===== src/rtl/stopwatch_key_ctrl.sv =====
// -----------------------------------------------------------------------------
// stopwatch_key_ctrl
//
// Upstream control stage for the stopwatch counter chain. Two raw active-low
// board keys (S5 = clear, S6 = start/stop) are synchronised, debounced and
// turned into single-cycle events. Those events drive a start/pause/clear
// state machine. The machine produces a run-enable level and a stretched
// clear pulse that every digit counter shares, so all digits start, stop and
// clear together.
//
// Optional feature, selected by the macro KEY_LONGPRESS_CLEAR_EN:
//   defined   - S6 toggles run/pause on release, and only when the hold was
//               shorter than LONG_CYCLES. Holding S6 for LONG_CYCLES raises
//               one clear event. The FSM acts on that event only in
//               IDLE/PAUSE. The release that ends a long hold produces nothing.
//   undefined - S6 toggles on press. S5 is the only clear source, and no
//               long-press counter is built.
//
// Parameters
//   DEB_CYCLES   cp cycles a key level must stay stable before it is accepted
//   CLR_CYCLES   cp cycles clr is held high in the CLEAR state
//   LONG_CYCLES  cp cycles of S6 hold that count as a long press
//
// Ports
//   cp         in   system clock; every flop uses its rising edge
//   reset      in   synchronous reset, active-low
//   key_clr_n  in   raw S5 key, asynchronous, 0 = pressed
//   key_run_n  in   raw S6 key, asynchronous, 0 = pressed
//   run        out  1 = counters advance, 0 = counters hold
//   clr        out  1 = clear all digit counters
//   state      out  FSM state: 00 IDLE, 01 RUN, 10 PAUSE, 11 CLEAR
//
// Timing: the FSM is registered, and run/clr decode directly from the state
// register. A clean press therefore shows up on the outputs
// 2 (sync) + DEB_CYCLES (debounce) + 1 (event register) + 1 (state register)
// cp edges after the first edge that samples the key low.
// -----------------------------------------------------------------------------
module stopwatch_key_ctrl #(
  parameter int DEB_CYCLES  = 1_000_000,
  parameter int CLR_CYCLES  = 1_000_000,
  parameter int LONG_CYCLES = 100_000_000
) (
  input  logic       cp,
  input  logic       reset,
  input  logic       key_clr_n,
  input  logic       key_run_n,
  output logic       run,
  output logic       clr,
  output logic [1:0] state
);

  // Counter widths. Each counter has at least one bit, so a parameter of 1
  // still elaborates.
  localparam int DEB_W = (DEB_CYCLES > 1) ? $clog2(DEB_CYCLES) : 1;
  localparam int CLR_W = (CLR_CYCLES > 1) ? $clog2(CLR_CYCLES) : 1;

  localparam logic [DEB_W-1:0] DEB_LAST = DEB_W'(DEB_CYCLES - 1);
  localparam logic [CLR_W-1:0] CLR_LAST = CLR_W'(CLR_CYCLES - 1);

  // Reject nonsensical configurations at elaboration time.
  if (DEB_CYCLES < 1 || CLR_CYCLES < 1 || LONG_CYCLES < 1) begin : g_bad_params
    $error("stopwatch_key_ctrl: DEB_CYCLES, CLR_CYCLES and LONG_CYCLES must be >= 1");
  end

  typedef enum logic [1:0] {
    S_IDLE  = 2'b00,
    S_RUN   = 2'b01,
    S_PAUSE = 2'b10,
    S_CLEAR = 2'b11
  } state_t;

  // ---------------------------------------------------------------------------
  // Per-key synchroniser and debouncer.
  // Index 0 is S5 (clear) and index 1 is S6 (run).
  // ---------------------------------------------------------------------------
  logic [1:0] raw_n;
  logic [1:0] deb_lvl;   // debounced level, 1 = released
  logic [1:0] deb_prev;  // debounced level one cycle earlier

  assign raw_n = {key_run_n, key_clr_n};

  for (genvar k = 0; k < 2; k++) begin : g_key
    logic             sync1_q;
    logic             sync2_q;
    logic             deb_q;
    logic             deb_d_q;
    logic [DEB_W-1:0] cnt_q;

    always_ff @(posedge cp) begin
      if (!reset) begin
        sync1_q <= 1'b1;
        sync2_q <= 1'b1;
        deb_q   <= 1'b1;
        deb_d_q <= 1'b1;
        cnt_q   <= '0;
      end else begin
        sync1_q <= raw_n[k];
        sync2_q <= sync1_q;
        deb_d_q <= deb_q;
        // The counter runs only while the synced key disagrees with the
        // accepted level. Any agreement restarts it, so a bounce shorter than
        // DEB_CYCLES never reaches the terminal count.
        if (sync2_q == deb_q) begin
          cnt_q <= '0;
        end else if (cnt_q == DEB_LAST) begin
          deb_q <= sync2_q;
          cnt_q <= '0;
        end else begin
          cnt_q <= cnt_q + 1'b1;
        end
      end
    end

    assign deb_lvl[k]  = deb_q;
    assign deb_prev[k] = deb_d_q;
  end

  // ---------------------------------------------------------------------------
  // Event generation. Events are registered one cycle behind the debounced
  // edge, so the FSM sees clean single-cycle pulses.
  // ---------------------------------------------------------------------------
  logic run_evt_q;
  logic clr_evt_q;

`ifdef KEY_LONGPRESS_CLEAR_EN
  // The counter holds the number of cycles S6 has been debounced-pressed. It
  // saturates at LONG_CYCLES, so at release time it shows whether the hold was
  // long.
  localparam int LONG_W = $clog2(LONG_CYCLES + 1);
  localparam logic [LONG_W-1:0] LONG_MAX = LONG_W'(LONG_CYCLES);
  localparam logic [LONG_W-1:0] LONG_HIT = LONG_W'(LONG_CYCLES - 1);

  logic [LONG_W-1:0] long_cnt_q;
  logic              clr_fall;
  logic              run_rise;
  logic              long_hit;

  assign clr_fall = deb_prev[0] & ~deb_lvl[0];
  assign run_rise = ~deb_prev[1] & deb_lvl[1];
  // Counting stops at LONG_MAX, so the counter holds LONG_HIT for exactly one
  // cycle per hold. That gives a single clear event.
  assign long_hit = ~deb_lvl[1] && (long_cnt_q == LONG_HIT);

  always_ff @(posedge cp) begin
    if (!reset) begin
      long_cnt_q <= '0;
      run_evt_q  <= 1'b0;
      clr_evt_q  <= 1'b0;
    end else begin
      if (deb_lvl[1]) begin
        long_cnt_q <= '0;
      end else if (long_cnt_q != LONG_MAX) begin
        long_cnt_q <= long_cnt_q + 1'b1;
      end
      // On the release cycle the counter still holds the length of the hold.
      run_evt_q <= run_rise && (long_cnt_q != LONG_MAX);
      clr_evt_q <= clr_fall || long_hit;
    end
  end
`else
  always_ff @(posedge cp) begin
    if (!reset) begin
      run_evt_q <= 1'b0;
      clr_evt_q <= 1'b0;
    end else begin
      run_evt_q <= deb_prev[1] & ~deb_lvl[1];
      clr_evt_q <= deb_prev[0] & ~deb_lvl[0];
    end
  end
`endif

  // ---------------------------------------------------------------------------
  // Start / pause / clear state machine
  // ---------------------------------------------------------------------------
  state_t           state_q;
  state_t           state_nxt;
  logic [CLR_W-1:0] clr_cnt_q;

  always_ff @(posedge cp) begin
    if (!reset) begin
      state_q <= S_IDLE;
    end else begin
      state_q <= state_nxt;
    end
  end

  // The counter measures time spent in CLEAR and sits at zero everywhere else.
  // A reset during CLEAR returns it to zero along with the state.
  always_ff @(posedge cp) begin
    if (!reset) begin
      clr_cnt_q <= '0;
    end else if (state_q == S_CLEAR && clr_cnt_q != CLR_LAST) begin
      clr_cnt_q <= clr_cnt_q + 1'b1;
    end else begin
      clr_cnt_q <= '0;
    end
  end

  always_comb begin
    state_nxt = state_q;
    case (state_q)
      // Clear wins over a simultaneous run event.
      S_IDLE, S_PAUSE: begin
        if (clr_evt_q) begin
          state_nxt = S_CLEAR;
        end else if (run_evt_q) begin
          state_nxt = S_RUN;
        end
      end
      // Clear is ignored while running, and a simultaneous clear is dropped.
      S_RUN: begin
        if (run_evt_q) begin
          state_nxt = S_PAUSE;
        end
      end
      // Every event is ignored until the clear pulse has been fully stretched.
      S_CLEAR: begin
        if (clr_cnt_q == CLR_LAST) begin
          state_nxt = S_IDLE;
        end
      end
      default: state_nxt = S_IDLE;
    endcase
  end

  assign run   = (state_q == S_RUN);
  assign clr   = (state_q == S_CLEAR);
  assign state = state_q;

endmodule


===== config.mk =====
export PLATFORM = sky130hd
export DESIGN_NAME = stopwatch_key_ctrl
export DESIGN_NICKNAME = d
export VERILOG_FILES = /design/src/rtl/stopwatch_key_ctrl.sv
export SDC_FILE = /design/constraint.sdc
export NUM_CORES = 1
export LEC_CHECK = 0
export CAP_MARGIN = 25
export CORE_AREA = 2 2 79 81
export CTS_CLUSTER_SIZE = 30
export DETAILED_ROUTE_END_ITERATION = 10
export DIE_AREA = 0 0 81 83
export HOLD_SLACK_MARGIN = 0.12
export PLACE_DENSITY = 0.71
export SLEW_MARGIN = 20
export SYNTH_ARGS = -nofsm -noshare
export SYNTH_HDL_FRONTEND = slang
export SYNTH_SLANG_ARGS = --single-unit

===== constraint.sdc =====
create_clock -name cp -period 2.5 [get_ports cp]
set_clock_uncertainty 0.15 [all_clocks]
set_input_delay 0.25 -clock cp [delete_from_list [all_inputs] [get_ports cp]]
set_output_delay 0.25 -clock cp [all_outputs]
set_load 0.01 [all_outputs]

### Yosys cells after proc, flatten, opt, wreduce, memory -nomap -nowiden

Index checks and enable logic that the tools add are counted.
W data, S select, Z words.

| word-level totals | value |
|---|---|
| logic and storage cells | 50 |
| bits in registers | 72 |
| input bits | 4 |
| output and inout bits | 4 |

| cells by class | value |
|---|---|
| mux-type cells | 5 |
| reductions and logical operators | 9 |
| $add $sub $neg | 3 |
| equal/unequal tests | 12 |
| bitwise gates (word level) | 7 |

Operator list:

| cell | number |
|---|---|
| $add A20 B1 Y20 const B | 3 |
| $eq A20 B20 Y1 const B | 3 |
| $ne A20 B20 Y1 const B | 1 |
| $mux W2 | 4 |
| $pmux W2 S3 | 1 |
| $reduce_and A2 Y1 | 3 |
| $reduce_or A3 Y1 | 2 |
| $not A1 Y1 | 5 |
| $eq A2 B2 Y1 const B | 2 |
| $ne A2 B1 Y1 const B | 2 |
| $ne A3 B3 Y1 const B | 1 |
| $reduce_and A3 Y1 | 1 |
| $and A1 B1 Y1 | 2 |
| $eq A1 B1 Y1 | 2 |
| $eq A2 B1 Y1 const B | 1 |
| $logic_not A2 Y1 | 1 |
| $reduce_or A2 Y1 | 1 |
| $logic_and A1 B1 Y1 | 1 |

### Logic depth before layout (Yosys ltp)

| logic depth | value |
|---|---|
| depth after elaboration | 4 |
| gate-level depth with buffers | 6 |
| gate-level depth less buffers | 5 |

### Worst setup path before layout

Ideal clock, no wire load.

| timing path | value |
|---|---|
| kind | register -> register |
| from | reg g_key[1].cnt_q[11] |
| to | reg g_key[1].cnt_q[8] |
| stages on the path, launching flop included | 6 |
| data required time | 2235 ps |
| arrival | 1841 ps |
| setup slack | 395 ps |
| cells stage by stage | dfxtp_1 or4_1 or4_4 o211ai_4 buf_4 nor2_1 |

| on the way | value |
|---|---|
| longest elaborated chain between the ends | 2 |

Ends and longest elaborated chain:

| element | line | text |
|---|---|---|
| start: declaration | 87 | `logic [DEB_W-1:0] cnt_q;` |
| start signal: assignment | 109 | `cnt_q <= cnt_q + 1'b1;` |
| $eq A20 B20 Y1 | 105 | `end else if (cnt_q == DEB_LAST) begin` |
| $reduce_or A3 Y1 (no line) | -- |  |

Every way passes these cells.
A chain may end at the register's enable or synchronous reset.

### Worst setup path after layout

| timing path | value |
|---|---|
| from | reg g_key[1].cnt_q[11] |
| to | reg g_key[1].cnt_q[14] |

| on the way | value |
|---|---|
| longest elaborated chain between the ends | 2 |

Ends and longest elaborated chain:

| element |
|---|
| branches (longest 2 deep; another with $add A20 B1 Y20) |

Several ways; the timed one is not identified.

==> flow_summary.json <==
{
  "maxSlewViolCount": 0,
  "first_pass_iters": 4,
  "cts.sinks": 72,
  "ys_async_sr_fraction": 0,
  "hpwl_um": 3810,
  "cts_max_level": 3,
  "syn_area_um2": 3120,
  "place.gp.congestion": 0.812,
  "antenna_cells": 0,
  "timing.setup.tns_ns": 0,
  "drv_cap": 0,
  "fin_util": 0.596,
  "antenna_found_initial": 0,
  "grt_pass1_vias": 2234,
  "cts_resized": 0,
  "max_freq_ghz": 0.451,
  "timing.critical_path.cells": "or4_1, or4_4, o211ai_4, buf_4, a21oi_1",
  "wirelength_um": 5550,
  "synth.most_common_cell": "dfxtp_1",
  "grt-ovfl-total": 0,
  "synth_warnings": 0,
  "yosys_most_used_dff": "dfxtp_1",
  "port_buffers": 7,
  "cts_tree": "done",
  "period_share": 0.886,
  "setup_ws_ns": 0.284,
  "synthCells": 359,
  "synth_area_leader_cell": "dfxtp_1",
  "clock-root-buffer": "clkbuf_8",
  "rows": 28,
  "drive_gt1_frac": 0.0607,
  "ys_types": 34,
  "vias": 2469,
  "required_ns": 2.57,
  "via_per_inst": 5.44,
  "initial_core_util": 0.537,
  "drc_errors": 0,
  "grtUsageTotal": 0.178,
  "power_density_nw_per_um2": 570,
  "path_clk_slew_ns": 0.07,
  "io_pins": 8,
  "ys_seq_elements": 72,
  "finalCriticalPeriod_ns": 2.22,
  "cp.arrival_ns": 2.28,
  "outcome": "complete, no violations",
  "p_leak_nw": 1.07,
  "syn_to_final_growth_pct": 10.9,
  "synth_area_leaders": "dfxtp_1 (46%), xnor2_1 (6.5%), nor2_1 (5.5%)",
  "slew_headroom": 0.710,
  "slowest_stage": "or4_1",
  "critPathCaptureType": "register",
  "die_h_um": 83,
  "final_nets": 382,
  "synth_nets": 366,
  "grt_max_degree": 21,
  "synthTopCellsByCount": "dfxtp_1 (72), nor2_1 (46), nand3_1 (32)",
  "rsz0062_at_grt": "no",
  "crit_fanout": 8,
  "hold_buffers": 0,
  "dieArea_um2": 6720,
  "ant_nets": 0,
  "cts_setup_buffers": 0,
  "start_kind": "register",
  "multi_input_area_um2": 1580,
  "nFillCells": 551,
  "drtIter0Drc": 124,
  "hold_path.class": "register to register",
  "dpl_worst_slack_ns": 0.297,
  "clock_path_buffers": 2,
  "register_area_um2": 1440,
  "grt_pass1_wl_um": 9550,
  "core_area_um2": 5820,
  "wl_per_cell_um": 12.2,
  "yosysTopAreaCellShare": 0.462,
  "crit_type": "register to register",
  "cts_buffers": 9,
  "report.final.setup_viol": 0,
  "peakVddDrop_uv": 264,
  "syn_avg_cell_area_um2": 8.70,
  "slowest_delay_ns": 0.54,
  "tightest_slew_ns": 0.433,
  "die_w_um": 81,
  "finalHoldViolations": 0,
  "ys_seq_area_frac": 0.462,
  "synth-edff-count": 0,
  "clk_latency_ns": 0.34
}
[stage by stage]
step           area, um^2  hold WS [ns]  cells  total power, mW
2_1_floorplan        3120         0.173    359             1.19
3_3_place_gp         3300         0.240    439             1.20
3_5_place_dp         3300         0.248    439             1.20
4_1_cts              3460         0.264    454             2.01
5_1_grt              3460         0.275    454             2.05
6_report             3460         0.263    454             1.98
[per-layer routing]
layer / vias up / part of all wire / track usage
met1: 1139 / 0.49 / 0.228
met5: - / 0 / 0
met4: 0 / 0.023 / 0.0971
met2: 17 / 0.47 / 0.276
li1: 1304 / - / -
met3: 9 / 0.021 / 0.0370
[worst max-delay path: cells and delay by family (launching register included)]
| family | cells | cell delay [ns] |
|---|---|---|
| and+or+nand+nor | 2 | 1.06 |
| DFF | 1 | 0.35 |
| AOI/OAI and AO/OA | 2 | 0.33 |
| buffers and inverters | 1 | 0.21 |
[layout make-up]
| class | count | share of cell area |
|---|---|---|
| clock buffers | 15 | 0.0480 |
| inverters | 16 | 0.0173 |
| multi-input cells | 262 | 0.456 |
| flip-flops and latches | 72 | 0.416 |
| well taps | 75 | 0.0271 |
| repair buffers | 14 | 0.0354 |
[flip-flops by register name, indices dropped and copies added, names as in the netlist, 2 cells and up]
register       cells
g_key.cnt_q       40
g_key.deb_q        2
clr_cnt_q         20
g_key.sync2_q      2
g_key.sync1_q      2
state              2
g_key.deb_d_q      2
[placed cells by master (no fill, tap or decap)]
cell type	instances
a21oi_1	18
a21oi_2	1
a31oi_1	1
and2_1	1
and3_1	8
and4_1	2
buf_4	7
clkbuf_1	4
clkbuf_8	11
clkdlybuf4s50_1	7
dfxtp_1	72
ha_1	3
inv_1	16
nand2_1	21
nand2b_1	6
nand3_1	32
nand3b_1	1
nand4_1	5
nand4_4	1
nor2_1	46
nor3_1	8
nor4_1	10
nor4b_1	2
o211ai_1	3
o211ai_4	1
o21ai_0	19
o311ai_0	2
o31ai_1	5
or3_1	13
or4_1	12
or4_4	1
or4b_1	2
or4b_4	1
xnor2_1	23
xor2_1	14
[path summary, 6_finish.rpt]
kind	from	endpoint	slack, ns	cells after the start
worst max-delay path	g_key[1].cnt_q[11]$_SDFF_PP0_	g_key[1].cnt_q[14]$_SDFF_PP0_	0.28	5
worst min-delay path	g_key[1].deb_d_q$_SDFF_PN1_	run_evt_q$_SDFF_PN0_	0.26	2
worst max register to register	g_key[1].cnt_q[11]$_SDFF_PP0_	g_key[1].cnt_q[14]$_SDFF_PP0_	0.28	5
worst min register to register	g_key[1].deb_d_q$_SDFF_PN1_	run_evt_q$_SDFF_PN0_	0.26	2
[power breakdown]
part | internal, mW | switching [mW] | leakage (nW)
Clock | 0.412 | 0.389 | 0.0838
Combinational | 0.0101 | 0.0123 | 0.407
Sequential | 1.15 | 0.00210 | 0.581
Total | 1.57 | 0.404 | 1.07
[kinds of logic after synthesis]
logic type               count (synthesis)  synth area share
adder cells (fa/ha/maj)                  3            0.0120
XOR/XNOR                                37             0.104
AND/OR/NAND/NOR                        172             0.294
AO/OA/AOI/OAI                           50            0.0958
flip-flops                              72             0.462
buffers and inverters                   25            0.0325
No activity file was read; power rests on OpenSTA's default activity.
